--- config.mk ---
export PLATFORM = sky130hd
export DESIGN_NAME = div_unit
export DESIGN_NICKNAME = d
export VERILOG_FILES = /design/src/rtl/div_unit.sv
export SDC_FILE = /design/constraint.sdc
export NUM_CORES = 1
export LEC_CHECK = 0
export CORE_MARGIN = 4
export CORE_UTILIZATION = 57
export DETAILED_ROUTE_END_ITERATION = 8
export GPL_TIMING_DRIVEN = 0
export PLACE_DENSITY_LB_ADDON = 0.05
export SYNTH_ARGS = -nofsm -noshare
export SYNTH_HDL_FRONTEND = slang
export SYNTH_SLANG_ARGS = --single-unit
--- constraint.sdc ---
create_clock -name clk -period 5.07 [get_ports clk]
set_clock_uncertainty 0.2 [all_clocks]
set_input_delay 1.014 -clock clk [delete_from_list [all_inputs] [get_ports clk]]
set_output_delay 1.014 -clock clk [all_outputs]
set_load 0.02 [all_outputs]
--- src/rtl/div_unit.sv ---
// div_unit: multi-cycle integer divider (DIV / DIVU / REM / REMU).
// Restoring radix-2 core, one quotient bit per cycle. Divide-by-zero and
// signed overflow are resolved at capture time and bypass the iteration.

module div_unit #(
  parameter int N = 32
) (
  input  logic         clk,
  input  logic         rst,
  input  logic         start,
  input  logic [1:0]   op,
  input  logic [N-1:0] A,
  input  logic [N-1:0] B,
  input  logic         flush,
  output logic         busy,
  output logic         done,
  output logic [N-1:0] result
);

  localparam int CW = $clog2(N);
  localparam logic [N-1:0] ONES   = {N{1'b1}};
  localparam logic [N-1:0] MIN_SV = {1'b1, {(N-1){1'b0}}};

  typedef enum logic [1:0] {
    S_IDLE = 2'd0,
    S_CALC = 2'd1,
    S_FIX  = 2'd2,
    S_DONE = 2'd3
  } state_t;

  state_t         state_q, state_d;
  logic [CW-1:0]  cnt_q, cnt_d;
  logic [N-1:0]   dvd_q, dvd_d;     // dividend magnitude, quotient shifts in at LSB
  logic [N-1:0]   dvs_q, dvs_d;     // divisor magnitude
  logic [N-1:0]   rem_q, rem_d;     // partial remainder
  logic           q_neg_q, q_neg_d; // negate quotient in FIX
  logic           r_neg_q, r_neg_d; // negate remainder in FIX
  logic           is_rem_q, is_rem_d;
  logic [N-1:0]   result_q, result_d;

  logic           accept_s;
  logic           signed_op_s;
  logic           b_zero_s;
  logic           ovf_s;
  logic [N-1:0]   mag_a_s;
  logic [N-1:0]   mag_b_s;
  logic [N:0]     rem_sh_s;
  logic [N:0]     diff_s;
  logic [N-1:0]   q_fix_s;
  logic [N-1:0]   r_fix_s;

  // Capture-time decode of the request on the input ports.
  assign signed_op_s = ~op[0];
  assign accept_s    = start && !flush && ((state_q == S_IDLE) || (state_q == S_DONE));
  assign b_zero_s    = (B == '0);
  assign ovf_s       = signed_op_s && (A == MIN_SV) && (B == ONES);
  assign mag_a_s     = (signed_op_s && A[N-1]) ? -A : A;
  assign mag_b_s     = (signed_op_s && B[N-1]) ? -B : B;

  // One restoring step: shift in next dividend bit, trial-subtract the divisor.
  assign rem_sh_s = {rem_q, dvd_q[N-1]};
  assign diff_s   = rem_sh_s - {1'b0, dvs_q};

  // Sign correction applied to the finished magnitudes.
  assign q_fix_s = q_neg_q ? -dvd_q : dvd_q;
  assign r_fix_s = r_neg_q ? -rem_q : rem_q;

  assign busy   = (state_q == S_CALC) || (state_q == S_FIX);
  assign done   = (state_q == S_DONE);
  assign result = result_q;

  // Next-state and datapath update for the divider FSM.
  always_comb begin
    state_d  = state_q;
    cnt_d    = cnt_q;
    dvd_d    = dvd_q;
    dvs_d    = dvs_q;
    rem_d    = rem_q;
    q_neg_d  = q_neg_q;
    r_neg_d  = r_neg_q;
    is_rem_d = is_rem_q;
    result_d = result_q;

    case (state_q)
      S_IDLE, S_DONE: begin
        if (accept_s) begin
          is_rem_d = op[1];
          q_neg_d  = signed_op_s && (A[N-1] != B[N-1]);
          r_neg_d  = signed_op_s && A[N-1];
          if (b_zero_s) begin
            result_d = op[1] ? A : ONES;
            state_d  = S_DONE;
          end else if (ovf_s) begin
            result_d = op[1] ? '0 : MIN_SV;
            state_d  = S_DONE;
          end else begin
            dvd_d   = mag_a_s;
            dvs_d   = mag_b_s;
            rem_d   = '0;
            cnt_d   = CW'(N - 1);
            state_d = S_CALC;
          end
        end else begin
          state_d = S_IDLE;
        end
      end
      S_CALC: begin
        if (!diff_s[N]) begin
          rem_d = diff_s[N-1:0];
          dvd_d = {dvd_q[N-2:0], 1'b1};
        end else begin
          rem_d = rem_sh_s[N-1:0];
          dvd_d = {dvd_q[N-2:0], 1'b0};
        end
        if (cnt_q == '0) begin
          state_d = S_FIX;
        end else begin
          cnt_d   = cnt_q - CW'(1);
          state_d = S_CALC;
        end
      end
      S_FIX: begin
        result_d = is_rem_q ? r_fix_s : q_fix_s;
        state_d  = S_DONE;
      end
      default: begin
        state_d = S_IDLE;
      end
    endcase

    // Abort wins over everything: no result load, back to idle.
    if (flush) begin
      state_d  = S_IDLE;
      result_d = result_q;
    end else begin
      state_d  = state_d;
    end
  end

  // State and datapath registers with asynchronous active-low reset.
  always_ff @(posedge clk or negedge rst) begin
    if (!rst) begin
      state_q  <= S_IDLE;
      cnt_q    <= '0;
      dvd_q    <= '0;
      dvs_q    <= '0;
      rem_q    <= '0;
      q_neg_q  <= 1'b0;
      r_neg_q  <= 1'b0;
      is_rem_q <= 1'b0;
      result_q <= '0;
    end else begin
      state_q  <= state_d;
      cnt_q    <= cnt_d;
      dvd_q    <= dvd_d;
      dvs_q    <= dvs_d;
      rem_q    <= rem_d;
      q_neg_q  <= q_neg_d;
      r_neg_q  <= r_neg_d;
      is_rem_q <= is_rem_d;
      result_q <= result_d;
    end
  end

endmodule

==> key figures <==
Route
  • Post-Route WL: 37.4 mm
  • First-pass DRT Iterations: 5
  • Vias per inst: 6.42
  • Via count: 11500
  • Drt wl/cell: 20.8 um
  • DRT antenna net count: 0
  • DR iter-0 viols: 1461
  • Residual DRC count: 0

STA
  • Hold_ws: 282 ps
  • Final setup fails: 0
  • Slew Limit Fails: 0
  • Hold Fails Final Rpt: 0
  • Setup ws final: 153 ps
  • Rel. slew slack: 33.2%
  • Final Cycle Share: 97.0%
  • Worst-Margin Slew: 993 ps
  • Min Tclk post-route: 4920 ps
  • Max Clock Freq: 203 MHz
  • RSZ-0062 raised after global routing: no

Die
  • Starting Density: 58.6%
  • Die area: 21700 um^2
  • I/O pin cnt: 104
  • Core Region: 18900 um^2
  • Die X-Extent: 147 um
  • FP Rows: 50
  • Overall die height: 147 um

Flow run
  • Max_cap viols: 0

Power and ir drop
  • Combinational power share: 46.5%
  • Reg power frac: 30.3%
  • Pleak: 5.45 nW
  • Tot Pwr: 5.83 mW
  • Pwr Density: 445 nW/um^2
  • Int Power: 3.32 mW
  • Clock Power Share: 23.2%
  • Switching share of power: 43.1%
  • Psw: 2.51 mW
  • Maximum VDD drop: 0.271 mV

Worst setup path
  • Crit Path Max Fanout: 10
  • Critical Path Start Type: input pin
  • CP Class: input pin to register
  • CP Data Required Time: 5140 ps
  • Crit path DAT: 4990 ps
  • Crit end category: register

Cells and area
  • Commonest non-fill, non-tap cell in the layout: nand2_1
  • Multi-input logic area: 7030 um^2
  • FF+latch area: 3450 um^2
  • Share of post-route cells with drive strength above 1: 5.20%
  • Final Util: 69.3%
  • Fin cells: 1797
  • Area growth from synthesis to final layout: 18.3%
  • Final net count: 1637
  • Most frequent cells in the layout: nand2_1 (150), dfrtp_1 (138), nor2_1 (137)
  • Layout fillers: 1594
  • Ant diodes: 0

Logic synthesis
  • Post-Syn Area: 11100 um^2
  • Syn Inst Count: 1401
  • Yosys Warn Count: 0
  • Mapped Nets: 1514
  • Synth cell types: 75
  • Ys flop type: dfrtp_1
  • Async SR Flop Fraction: 100%
  • Post-synth EDFFs: 0
  • Sequential fraction of the synthesis area: 31.2%
  • Syn Area/Cell: 7.90 um^2
  • Yosys reg bits: 138

CTS
  • H-tree Lvls: 4
  • Clock buffer depth: 2
  • CTS tree: yes
  • CTS sink count: 138
  • Clock-pin slew on the worst setup and hold paths: 60 ps
  • Worst skew pair latency: 430 ps
  • Number of CTS-inserted buffers: 17
  • Root Buffer Master: clkbuf_16

Outcome
  • Status: finished, final reports clean

GRT
  • Vias in the first global route: 10800
  • First-pass GRT wire length: 58.8 mm
  • Initial antenna violation count: 0
  • Total global routing overflow: 0
  • Largest net degree at the start of global routing: 88
  • GRT Util Overall: 34.1%

Place
  • Hpwl dp: 28.8 mm
  • Pre-CTS setup slack: -656 ps
  • GPL Wtd Cong: 0.960
  • Placed cells: 1765
  • IO Port Bufs: 103

Min path
  • Worst hold path class: register to register
layout make-up:
| class | instances | share of cell area (%) |
|---|---|---|
| buffer | 84 | 2.77 |
| clock buffer | 18 | 3.28 |
| clock inverter | 14 | 1.49 |
| inverter | 62 | 1.78 |
| multi-input combinational | 1117 | 53.7 |
| sequential | 138 | 26.4 |
| tap | 260 | 2.49 |
| timing repair buffer | 104 | 8.10 |
kinds of logic after synthesis:
kind of cell               after synthesis  synth area share, %
AOI/OAI and AO/OA                      457                 26.0
xor gates and xnor gates               142                 11.2
adders and majority gates               43                 4.93
buffers and inverters                  146                 5.35
DFF                                    138                 31.2
muxes                                   12                 1.09
and+or+nand+nor                        463                 20.2
final timing paths:
check / slack [ps] / to / cells past startpoint / startpoint
max reg2reg: 480 / rem_q[17] / 13 / dvd_q[31]
min in group asynchronous: 330 / dvs_q[7] / 1 / rst
max: 150 / rem_q[17] / 13 / A[0]
min: 280 / dvs_q[17] / 2 / dvs_q[17]
min reg2reg: 280 / dvs_q[17] / 2 / dvs_q[17]
max in group asynchronous: 3520 / dvd_q[27] / 2 / rst
flip-flops by register name, indices dropped and copies added, names as in the netlist:
name / count
state_q: 2
dvd_q: 32
result: 32
q_neg_q: 1
rem_q: 32
cnt_q: 5
r_neg_q: 1
dvs_q: 32
is_rem_q: 1
synth_stat cells (all sizes together) (18+ instances only):
master / count / share of area [%]
nand2: 150 / 5.1
dfrtp: 138 / 31
nor2: 138 / 4.7
o21ai: 136 / 6.2
a21oi: 117 / 5.3
xnor2: 72 / 5.7
xor2: 70 / 5.5
clkbuf: 62 / 2.1
inv: 62 / 2.1
ha: 42 / 4.7
o31ai: 42 / 2.9
nand3: 41 / 1.9
a31oi: 24 / 1.4
buf: 22 / 1.1
o211ai: 21 / 1.4
nand4: 20 / 1.1
a21o: 19 / 1.3
nor3: 18 / 0.86
o41ai: 18 / 1.5
or3: 18 / 1.1
or4: 18 / 1.3
worst max-delay path: stages:
cell	delay, ps
clkdlybuf4s50_1	540
inv_1	110
ha_1	190
or4b_1	530
nor4_4	420
nand4_1	460
o22ai_1	440
or2_1	160
buf_4	140
o21ai_2	160
nand2_1	310
buf_2	330
o311ai_0	180
what timing repair did:
action	in CTS	in global routing
hold buffers	0	0
resized for setup	2	4
setup endpoints to repair	34	27
pin swaps	0	1
setup buffers	0	0
power by group through the flow:
stage          Sequential, mW  Clock (mW)  Combinational (mW)
2_1_floorplan            1.84           0                1.63
3_3_place_gp             1.76           0                2.61
3_5_place_dp             1.78           0                2.65
4_1_cts                  1.76        1.35                2.67
5_1_grt                  1.81        1.40                2.97
6_report                 1.77        1.35                2.71
metal layers:
metal / share of wire [%] / GRT usage [%] / vias to the layer above
met2: 43 / 50.7 / 655
met1: 44 / 49.5 / 5480
met3: 10 / 7.74 / 93
met5: 0 / 0 / -
li1: - / - / 5304
met4: 3.1 / 11.0 / 0
metrics by stage:
stage / cell area [um^2] / TNS (ps)
after global routing: 13100 / 0
after detailed placement: 12500 / -48410
after global placement: 12400 / -437190
after floorplan: 11100 / 0
after CTS: 13100 / 0
final: 13100 / 0
Note: power is estimated with default switching activity, not from simulation.
